--- src/rtl/serial_pkg.sv ---
// ---------------------------------------------------------------------------
// serial_pkg
//   Shared types and constants for the bit-serial datapath blocks.
//   - collect_state_t : state encoding of the serial word collector FSM
//   - SER_WIDTH       : default serial word width in bits
// ---------------------------------------------------------------------------
package serial_pkg;

  typedef enum logic [1:0] {
    IDLE,
    COLLECT,
    HOLD
  } collect_state_t;

  localparam int SER_WIDTH = 8;

endpackage : serial_pkg

--- src/rtl/serial_word_collector.sv ---
// ---------------------------------------------------------------------------
// serial_word_collector
//   Collects an LSB-first serial bit stream into a parallel WIDTH-bit word,
//   presents it on a valid/ready handshake and pulses frame_err on framing
//   violations (stray bit outside a word, or a new start-of-frame mid-word).
//
// Ports
//   clock       in   1      single clock, all state updates on posedge
//   reset       in   1      synchronous, active-high
//   bit_in      in   1      serial data bit, LSB first
//   bit_valid   in   1      bit_in valid this cycle
//   bit_sof     in   1      bit_in is bit 0 of a new word
//   bit_ready   out  1      collector accepts a bit this cycle
//   word_out    out  WIDTH  assembled word, bit i = i-th bit received
//   word_valid  out  1      word_out holds a complete word
//   word_ready  in   1      consumer takes the word this cycle
//   frame_err   out  1      one-cycle pulse per framing violation
// ---------------------------------------------------------------------------
module serial_word_collector
  import serial_pkg::*;
#(
  parameter int WIDTH = SER_WIDTH
) (
  input  logic             clock,
  input  logic             reset,
  input  logic             bit_in,
  input  logic             bit_valid,
  input  logic             bit_sof,
  output logic             bit_ready,
  output logic [WIDTH-1:0] word_out,
  output logic             word_valid,
  input  logic             word_ready,
  output logic             frame_err
);

  localparam int                 COUNT_W  = $clog2(WIDTH + 1);
  localparam logic [COUNT_W-1:0] LAST_CNT = COUNT_W'(WIDTH);
  localparam logic [COUNT_W-1:0] ONE_CNT  = COUNT_W'(1);

  collect_state_t     r_state;
  logic [COUNT_W-1:0] r_count;
  // Only the upper WIDTH-1 bits need storing: the oldest bit is pushed out by
  // the very beat that completes the word, which loads word_out directly
  // from the shifted value.
  logic [WIDTH-2:0]   r_shift;
  logic [WIDTH-1:0]   r_word_out;
  logic               r_word_valid;
  logic               r_frame_err;

  collect_state_t     w_state_n;
  logic [COUNT_W-1:0] w_count_n;
  logic [COUNT_W-1:0] w_count_inc;
  logic [WIDTH-1:0]   w_shift_in;
  logic               w_beat;
  logic               w_shift_load;
  logic               w_word_load;
  logic               w_valid_n;
  logic               w_err_n;

  // In HOLD the collector can only take a bit when the word leaves in the
  // same cycle, which is what makes zero-bubble back-to-back words possible.
  assign bit_ready   = (r_state == HOLD) ? word_ready : 1'b1;
  assign w_beat      = bit_valid & bit_ready;
  assign w_shift_in  = {bit_in, r_shift};
  assign w_count_inc = r_count + ONE_CNT;

  // NOTE: every variable gets a default at the top of the always_comb so no
  // path leaves it unassigned -- otherwise a latch is inferred.
  always_comb begin
    w_state_n    = r_state;
    w_count_n    = r_count;
    w_shift_load = 1'b0;
    w_word_load  = 1'b0;
    w_valid_n    = r_word_valid;
    w_err_n      = 1'b0;

    unique case (r_state)
      IDLE: begin
        if (w_beat) begin
          if (bit_sof) begin
            w_shift_load = 1'b1;
            w_count_n    = ONE_CNT;
            w_state_n    = COLLECT;
          end else begin
            w_err_n = 1'b1;  // stray bit, dropped
          end
        end
      end

      COLLECT: begin
        if (w_beat) begin
          w_shift_load = 1'b1;
          if (bit_sof) begin
            // Restart: stale partial bits are shifted out before the new word
            // completes, so the shift register needs no clearing.
            w_err_n   = 1'b1;
            w_count_n = ONE_CNT;
          end else if (w_count_inc == LAST_CNT) begin
            w_word_load = 1'b1;
            w_valid_n   = 1'b1;
            w_count_n   = '0;
            w_state_n   = HOLD;
          end else begin
            w_count_n = w_count_inc;
          end
        end
      end

      HOLD: begin
        if (word_ready) begin
          w_valid_n = 1'b0;
          w_state_n = IDLE;
          if (w_beat) begin
            if (bit_sof) begin
              w_shift_load = 1'b1;
              w_count_n    = ONE_CNT;
              w_state_n    = COLLECT;
            end else begin
              w_err_n = 1'b1;
            end
          end
        end
      end

      default: w_state_n = IDLE;
    endcase
  end

  // NOTE: sequential state is written with non-blocking assignments so every
  // register samples the pre-edge values, independent of statement order.
  always_ff @(posedge clock) begin
    if (reset) begin
      r_state      <= IDLE;
      r_count      <= '0;
      r_word_out   <= '0;
      r_word_valid <= 1'b0;
      r_frame_err  <= 1'b0;
    end else begin
      r_state      <= w_state_n;
      r_count      <= w_count_n;
      r_word_valid <= w_valid_n;
      r_frame_err  <= w_err_n;
      if (w_word_load) r_word_out <= w_shift_in;
    end
  end

  // NOTE: the shift register is pure datapath and is left without reset; it
  // is fully overwritten before any of its bits can reach word_out.
  always_ff @(posedge clock) begin
    if (w_shift_load) r_shift <= w_shift_in[WIDTH-1:1];
  end

  assign word_out   = r_word_out;
  assign word_valid = r_word_valid;
  assign frame_err  = r_frame_err;

endmodule : serial_word_collector

--- config.mk ---
export PLATFORM = sky130hd
export DESIGN_NAME = serial_word_collector
export DESIGN_NICKNAME = d
export VERILOG_FILES = /design/src/rtl/serial_pkg.sv /design/src/rtl/serial_word_collector.sv
export SDC_FILE = /design/constraint.sdc
export NUM_CORES = 1
export LEC_CHECK = 0
export ABC_AREA = 1
export CELL_PAD_IN_SITES_DETAIL_PLACEMENT = 2
export CELL_PAD_IN_SITES_GLOBAL_PLACEMENT = 2
export CORE_UTILIZATION = 30
export DETAILED_ROUTE_END_ITERATION = 10
export HOLD_SLACK_MARGIN = 0.06
export PLACE_DENSITY = 0.79
export SYNTH_ARGS = -nofsm -noshare
export SYNTH_HDL_FRONTEND = slang
export SYNTH_SLANG_ARGS = --single-unit
--- constraint.sdc ---
create_clock -name clock -period 1.8 [get_ports clock]
set_clock_uncertainty 0.2 [all_clocks]
set_input_delay 0.36 -clock clock [delete_from_list [all_inputs] [get_ports clock]]
set_output_delay 0.36 -clock clock [all_outputs]
set_load 0.03 [all_outputs]
==> results.sh, run 1 <==
export IMPL_timing_worst_slew_pin_value_ns=0.310
export IMPL_critical_path_n_buffers_inverters=2
export IMPL_start_util_pct=31.3
export IMPL_synth_area_top_cells="sky130_fd_sc_hd__dfxtp_1 (28%), sky130_fd_sc_hd__edfxtp_1 (18%), sky130_fd_sc_hd__nand2_1 (10%)"
export IMPL_share_of_synthesized_registers_carrying_an_async_set_or_reset_pct=0
export IMPL_rows=22
export IMPL_antennaDiodeCount=0
export IMPL_mean_cell_area_of_the_mapped_netlist_um2=8.24
export IMPL_antenna_left=0
export IMPL_cap_violations=0
export IMPL_port_buffer_count=16
export IMPL_netlist_area_um2=1140
export IMPL_tritoncts="built"
export IMPL_gpl_final_weighted_congestion=0.853
export IMPL_gr_total_overflow=0
export IMPL_critical_path_max_fanout=4
export IMPL_detail_route_first_pass_iterations=4
export IMPL_slowest_delay_ns=0.46
export IMPL_num_nets_final=184
export IMPL_ir_drop_v=0.000270
export IMPL_layout_drive_gt1_share_pct=29.1
export IMPL_outcome="complete, no violations"
export IMPL_maxSlewViolCount=0
export IMPL_hpwlAfterDp_um=2240
export IMPL_synth_cell_types=26
export IMPL_critPathLaunch="r_state[1]"
export IMPL_worst_ep_arrival_time_ns=1.18
export IMPL_groute_usage_overall_pct=15.2
export IMPL_detailedPlace_worstSlack_ns=-0.283
export IMPL_numClockSinks=23
export IMPL_start_kind="register"
export IMPL_drc_errors=0
export IMPL_ff2ff_setup_slack_ns=0.11
export IMPL_setup_tns_ns=0
export IMPL_setup_violations_final=0
export IMPL_initialDrtViolationCount=18
export IMPL_synth_top_family_by_area="simple AND/OR/NAND/NOR gates"
export IMPL_complex_gate_fraction_of_the_synthesized_area_pct=7.54
export IMPL_hold_path_class="reg -> reg"
export IMPL_coreArea_um2=3660
export IMPL_global_route_wire_length_before_repair_um=4770
export IMPL_timing_rr_start="r_count[1]"
export IMPL_p_leak_nw=0.759
export IMPL_cts_max_level=1
export IMPL_grtUsageMet1_pct=16.3
export IMPL_synth_top_area_share_pct=28.0
export IMPL_yosys_top_cells_count="sky130_fd_sc_hd__nand2_1 (31), sky130_fd_sc_hd__inv_1 (21), sky130_fd_sc_hd__nor2_1 (19)"
export IMPL_synthSimpleGateAreaFrac_pct=32.6
export IMPL_crit_end="bit_ready"
export IMPL_slew_limit_headroom_pct=79.4
export IMPL_grt_use_met3_pct=1.61
export IMPL_die_height_um=63.8
export IMPL_die_width_um=63.8
export IMPL_worst_endpoint_required_ns=1.24
export IMPL_finalWorstPathRequiredPeriod_ns=1.74
export IMPL_layout_cell_area_non_filler_um2=1570
export IMPL_yosys_register_bits=23
export IMPL_max_freq_mhz=575
export IMPL_postSynthNetCount=147
export IMPL_dr_total_vias=1000
export IMPL_synth_edf_count=7
export IMPL_timing_critical_path_mode_cell="sky130_fd_sc_hd__buf_4"
export IMPL_hold_path_startpoint="r_shift[1]"
export IMPL_synth_largest_area_cell="sky130_fd_sc_hd__dfxtp_1"
export IMPL_cp_num_cells=3
export IMPL_route_detailed_vias_per_inst=4.48
export IMPL_ctsRootBufferMaster="sky130_fd_sc_hd__clkbuf_8"
export IMPL_yosysWarningCount=0
export IMPL_path_cells="nand3_4 > buf_4 > buf_4"
export IMPL_count_of_endpoints_failing_hold_in_the_final_timing_report=0
export IMPL_clk_pin_slew_worst_paths_ns=0.08
export IMPL_placed_area_um2=1450
export IMPL_postCtsHoldBufs=0
export IMPL_number_of_global_route_vias_before_repair=1092
export IMPL_synthesis_instances=139
export IMPL_global_route_peak_usage_layer="met2"
export IMPL_slowest_stage="sky130_fd_sc_hd__dfxtp_1"
export IMPL_clk_path_buf_depth=2
export IMPL_gr_usage_met2_pct=29.4
export IMPL_worst_r2r_path_depth=9
export IMPL_worstSkewPairLatency_ns=0.27
export IMPL_die_area_um2=4070
export IMPL_synth_fa_ha_area_share_pct=2.19
export IMPL_critPathCaptureType="primary output"
export IMPL_ys_flop_type="sky130_fd_sc_hd__dfxtp_1"
export IMPL_timing_worst_setup_path_type="reg -> out"
export IMPL_drt_wirelength_per_cell_um=12.9
export IMPL_synthMuxAreaShare_pct=0
export IMPL_power_density_nw_per_um2=740
export IMPL_cp_top_family="flip-flops"
export IMPL_fin_ws_ns=0.0617
export IMPL_synth_xor_area_share_pct=0
export IMPL_tritoncts_num_buffers=3
export IMPL_ys_seq_area_share_pct=46.3
export IMPL_maximum_number_of_pins_on_one_net_before_global_route_repair=15
export IMPL_grt_antenna_before_repair=0
export IMPL_most_instantiated_library_cell_after_synthesis="sky130_fd_sc_hd__nand2_1"
export IMPL_io_pins=17
export IMPL_drt_wl_total_um=2880
export IMPL_crit_reg2reg_capture="word_valid"
export IMPL_fin_crit_sh_pct=96.6
export IMPL_flow_area_growth_from_synthesis_pct=36.7
[logic make-up (layout without fill, tap and decap cells)]
family / after synthesis / count (layout)
and+or+nand+nor: 74 / 74
buffers and inverters: 27 / 63
AOI/OAI and AO/OA: 13 / 13
DFF: 23 / 23
adders and majority gates: 2 / 2
[worst min path at each step]
stage	slack [ns]	end	cells after the start
finish	0.29	r_shift[0]	0
global route	0.30	r_shift[3]	0
CTS	0.29	r_shift[0]	0
detailed placement	0.26	r_shift[3]	0
global placement	0.27	r_shift[5]	0
floorplan	0.22	r_state[1]	1
[state kept, by name, summed over array words and instances, names as in the netlist]
signal,cells
frame_err,1
word_out,8
r_state,2
word_valid,1
r_shift,7
r_count,4
[repair_timing]
action	in CTS	in global routing
pin swaps	0	4
gates cloned	0	1
gates resized for setup	15	7
buffers inserted	0	3
endpoints found under the setup margin	12	10
[report_power, final]
group | total, mW | switching (mW) | internal, mW
sequential | 0.616 | 0.0387 | 0.578
clock | 0.331 | 0.176 | 0.155
combinational | 0.211 | 0.123 | 0.0881
[per-stage QoR]
stage	std cells	utilization, %	hold WS (ns)	power, mW
2_1_floorplan	139	-	0.222	0.743
3_3_place_gp	215	39.7	0.267	0.810
3_5_place_dp	215	39.7	0.260	0.828
4_1_cts	219	40.8	0.292	1.16
5_1_grt	223	42.8	0.301	1.23
6_report	223	42.8	0.287	1.16
[layout make-up]
class | count | area (µm²)
fillers | 426 | 2100
flip-flops and latches | 23 | 537
inverters | 24 | 95.1
multi-input cells | 89 | 507
clock buffers | 3 | 41.3
clock inverters | 1 | 5.00
repair buffers | 35 | 320
well taps | 48 | 60.1
[placed cells by master, fill, tap and decap left out]
cell type / instances
sky130_fd_sc_hd__nor2_1: 17
sky130_fd_sc_hd__o21ai_0: 6
sky130_fd_sc_hd__nor2_2: 10
sky130_fd_sc_hd__a21oi_4: 1
sky130_fd_sc_hd__edfxtp_1: 7
sky130_fd_sc_hd__nor2_4: 2
sky130_fd_sc_hd__clkbuf_16: 1
sky130_fd_sc_hd__o2111ai_1: 1
sky130_fd_sc_hd__inv_1: 20
sky130_fd_sc_hd__nand3_1: 6
sky130_fd_sc_hd__buf_4: 17
sky130_fd_sc_hd__nand3_2: 1
sky130_fd_sc_hd__buf_12: 1
sky130_fd_sc_hd__inv_6: 1
sky130_fd_sc_hd__clkdlybuf4s50_1: 4
sky130_fd_sc_hd__nand3_4: 2
sky130_fd_sc_hd__nor2_8: 1
sky130_fd_sc_hd__a21oi_2: 1
sky130_fd_sc_hd__a21oi_1: 3
sky130_fd_sc_hd__dfxtp_4: 1
sky130_fd_sc_hd__clkbuf_8: 3
sky130_fd_sc_hd__o31ai_1: 1
sky130_fd_sc_hd__clkinv_2: 1
sky130_fd_sc_hd__ha_1: 2
sky130_fd_sc_hd__nand2_4: 2
sky130_fd_sc_hd__nand2_1: 31
sky130_fd_sc_hd__dfxtp_2: 2
sky130_fd_sc_hd__dfxtp_1: 13
sky130_fd_sc_hd__buf_6: 1
sky130_fd_sc_hd__dlygate4sd2_1: 11
sky130_fd_sc_hd__nand4_1: 2
sky130_fd_sc_hd__inv_2: 3
[worst reg2reg max path, stage by stage (launching register included)]
cell                      delay [ns]
sky130_fd_sc_hd__dfxtp_2        0.38
sky130_fd_sc_hd__ha_1           0.19
sky130_fd_sc_hd__nand2_1        0.07
sky130_fd_sc_hd__inv_1          0.08
sky130_fd_sc_hd__nor2_2         0.05
sky130_fd_sc_hd__nor2_4         0.16
sky130_fd_sc_hd__nand3_4        0.12
sky130_fd_sc_hd__buf_6          0.15
sky130_fd_sc_hd__buf_4          0.13
sky130_fd_sc_hd__a21oi_4        0.10
[routing by layer]
metal,share of wire [%],vias up
met5,0,-
met4,2.0,0
met3,1.7,7
met2,53,17
met1,43,477
li1,-,499
No activity file was read; power rests on OpenSTA's default activity.
==> inputs of run 2 (changes only) <==
--- a/config.mk
+++ b/config.mk
@@ -11,7 +11,7 @@
 export CORE_UTILIZATION = 30
 export DETAILED_ROUTE_END_ITERATION = 10
 export HOLD_SLACK_MARGIN = 0.06
-export PLACE_DENSITY = 0.79
+export PLACE_DENSITY_LB_ADDON = 0.1
 export SYNTH_ARGS = -nofsm -noshare
 export SYNTH_HDL_FRONTEND = slang
 export SYNTH_SLANG_ARGS = --single-unit
==> constraint.sdc (replaced) <==
create_clock -name clock -period 1.6 [get_ports clock]
set_clock_uncertainty 0.2 [all_clocks]
set_input_delay 0.32 -clock clock [delete_from_list [all_inputs] [get_ports clock]]
set_output_delay 0.32 -clock clock [all_outputs]
set_load 0.03 [all_outputs]
==> run 2 against run 1 <==
Against the previous run:
- the flow now finishes with violations (negative setup slack)
- final cell count rose by 4.5%
- critical endpoint is now word_out[4]
- combinational power up 55%
- count of clock-buffer cells in the layout increased by 1
- flip-flop and latch count is the same
- routed wire length up 19%
- sequential share of layout area fell by 3.2 points
- worst setup slack got worse by 0.099 ns
- via count grew 4.4%
- final area increased by 12%
==> results.sh, run 2 (synthesis results as in run 1) <==
export IMPL_slew_limit_headroom_pct=79.1
export IMPL_path_cells="inv_2 > nand3_1 > nand3_2 > inv_2 > nand3_4 > buf_12 > nand2_4 > nand2_2 > nor2_2"
export IMPL_timing_worst_setup_path_type="reg -> reg"
export IMPL_timing_worst_slew_pin_value_ns=0.313
export IMPL_sw_frac_of_total_pct=29.6
export IMPL_seqPwrFrac_pct=49.9
export IMPL_die_area_um2=4070
export IMPL_setup_violations_final=8
export IMPL_crit_end="word_out[4]"
export IMPL_worstSkewPairLatency_ns=0.26
export IMPL_count_of_endpoints_failing_hold_in_the_final_timing_report=0
export IMPL_p_int_uw=977
export IMPL_drc_errors=0
export IMPL_p_leak_nw=0.825
export IMPL_groute_usage_overall_pct=17.4
export IMPL_max_freq_mhz=611
export IMPL_placed_area_um2=1490
export IMPL_grtUsageMet1_pct=19.2
export IMPL_p_sw_uw=411
export IMPL_coreArea_um2=3660
export IMPL_ctsRootBufferMaster="sky130_fd_sc_hd__clkbuf_8"
export IMPL_number_of_global_route_vias_before_repair=1127
export IMPL_gr_usage_met2_pct=32.8
export IMPL_clk_pin_slew_worst_paths_ns=0.08
export IMPL_drt_wl_total_um=3410
export IMPL_start_util_pct=31.3
export IMPL_comb_power_share_pct=23.5
export IMPL_drt_wirelength_per_cell_um=14.7
export IMPL_area_sequential_um2=543
export IMPL_die_width_um=63.8
export IMPL_grt_antenna_before_repair=0
export IMPL_multiInputGateArea_um2=573
export IMPL_timing_critical_path_mode_cell="sky130_fd_sc_hd__inv_2"
export IMPL_gpl_final_weighted_congestion=0.878
export IMPL_num_nets_final=194
export IMPL_hpwlAfterDp_um=2200
export IMPL_timing_rr_start="r_state[1]"
export IMPL_cts_max_level=1
export IMPL_fin_ws_ns=-0.0368
export IMPL_clock_power_share_pct=26.6
export IMPL_power_density_nw_per_um2=795
export IMPL_num_fill_cells=412
export IMPL_global_route_wire_length_before_repair_um=5310
export IMPL_gr_total_overflow=0
export IMPL_port_buffer_count=16
export IMPL_start_kind="register"
export IMPL_detail_route_first_pass_iterations=4
export IMPL_flow_area_growth_from_synthesis_pct=52.6
export IMPL_critPathCaptureType="register"
export IMPL_numClockSinks=23
export IMPL_layout_drive_gt1_share_pct=41.1
export IMPL_tritoncts="built"
export IMPL_grt_use_met3_pct=2.32
export IMPL_route_detailed_vias_per_inst=4.48
export IMPL_mostFrequentLayoutCell="sky130_fd_sc_hd__nand2_1"
export IMPL_io_pins=17
export IMPL_worst_ep_arrival_time_ns=1.64
export IMPL_hold_path_class="reg -> reg"
export IMPL_critical_path_max_fanout=6
export IMPL_finalWorstPathRequiredPeriod_ns=1.64
export IMPL_clk_path_buf_depth=2
export IMPL_slowest_stage="sky130_fd_sc_hd__dfxtp_2"
export IMPL_mostFrequentLayoutCells="sky130_fd_sc_hd__nand2_1 (27), sky130_fd_sc_hd__buf_4 (20), sky130_fd_sc_hd__inv_1 (17)"
export IMPL_unrepaired_setup_endpoints_after_global_routing="true"
export IMPL_maximum_number_of_pins_on_one_net_before_global_route_repair=19
export IMPL_critPathLaunch="r_state[1]"
export IMPL_dr_total_vias=1044
export IMPL_ir_drop_v=0.000318
export IMPL_antennaDiodeCount=0
export IMPL_cap_violations=0
export IMPL_die_height_um=63.8
export IMPL_antenna_left=0
export IMPL_ff2ff_setup_slack_ns=-0.04
export IMPL_fin_crit_sh_pct=102
export IMPL_crit_reg2reg_capture="word_out[4]"
export IMPL_tritoncts_num_buffers=3
export IMPL_worst_r2r_path_depth=9
export IMPL_rows=22
export IMPL_setup_tns_ns=-0.169
export IMPL_maxSlewViolCount=0
export IMPL_slowest_delay_ns=0.40
export IMPL_outcome="finished with violations"
export IMPL_violations="negative setup slack"
export IMPL_initialDrtViolationCount=6
export IMPL_postLayoutCoreUtil_pct=47.7
export IMPL_global_route_peak_usage_layer="met2"
export IMPL_largest_register_ff_count=8
export IMPL_layout_cell_area_non_filler_um2=1750
export IMPL_worst_endpoint_required_ns=1.60
-- run 2: per-stage QoR --
stage	hold WS (ns)	power, mW	instances	worst slack, ns
3_5_place_dp	0.265	0.959	220	-0.478
4_1_cts	0.285	1.34	230	-0.0593
3_3_place_gp	0.265	0.943	220	-0.368
5_1_grt	0.295	1.45	233	-0.116
6_report	0.283	1.39	233	-0.0368
2_1_floorplan	0.182	0.836	139	0.0196
-- run 2: how the worst min path moves through the flow --
stage               depth (start not counted)  slack, ns  startpoint          to
global route                                0       0.30  r_shift[2]  r_shift[1]
global placement                            0       0.27  r_shift[2]  r_shift[1]
CTS                                         0       0.28  r_shift[2]  r_shift[1]
detailed placement                          0       0.26  r_shift[2]  r_shift[1]
finish                                      0       0.28  r_shift[2]  r_shift[1]
floorplan                                   1       0.18       reset  r_state[1]
-- run 2: cell type report --
type,count,area share (%)
inverter,24,5.44
sequential,23,31.1
tap,48,3.44
clock buffer,4,2.58
multi-input combinational,90,32.8
timing repair buffer,44,24.6
-- run 2: timing repair --
| action | 4_1_cts | 5_1_grt |
|---|---|---|
| pin swaps | 5 | 7 |
| endpoints found under the setup margin | 33 | 16 |
| hold buffers | 0 | 0 |
| endpoints found under the hold margin | 0 | 0 |
| cloned | 1 | 2 |
| setup buffers | 5 | 1 |
| resized for setup | 26 | 27 |
-- run 2: power by group through the flow --
stage / Combinational [mW] / Sequential, mW / Clock, mW
4_1_cts: 0.276 / 0.692 / 0.374
2_1_floorplan: 0.149 / 0.688 / 0
3_5_place_dp: 0.259 / 0.700 / 0
5_1_grt: 0.360 / 0.697 / 0.398
3_3_place_gp: 0.244 / 0.698 / 0
6_report: 0.326 / 0.693 / 0.369
-- run 2: critical path, delay by kind of cell, from the launching register on --
| family | cells | cell delay [ns] |
|---|---|---|
| buf+inv | 3 | 0.35 |
| flops | 1 | 0.40 |
| simple gates | 6 | 0.62 |
-- run 2: layer usage --
layer | vias up | part of all wire, %
li1 | 523 | -
met1 | 504 | 41
met2 | 15 | 56
met3 | 2 | 2.1
met4 | 0 | 0.67
met5 | - | 0
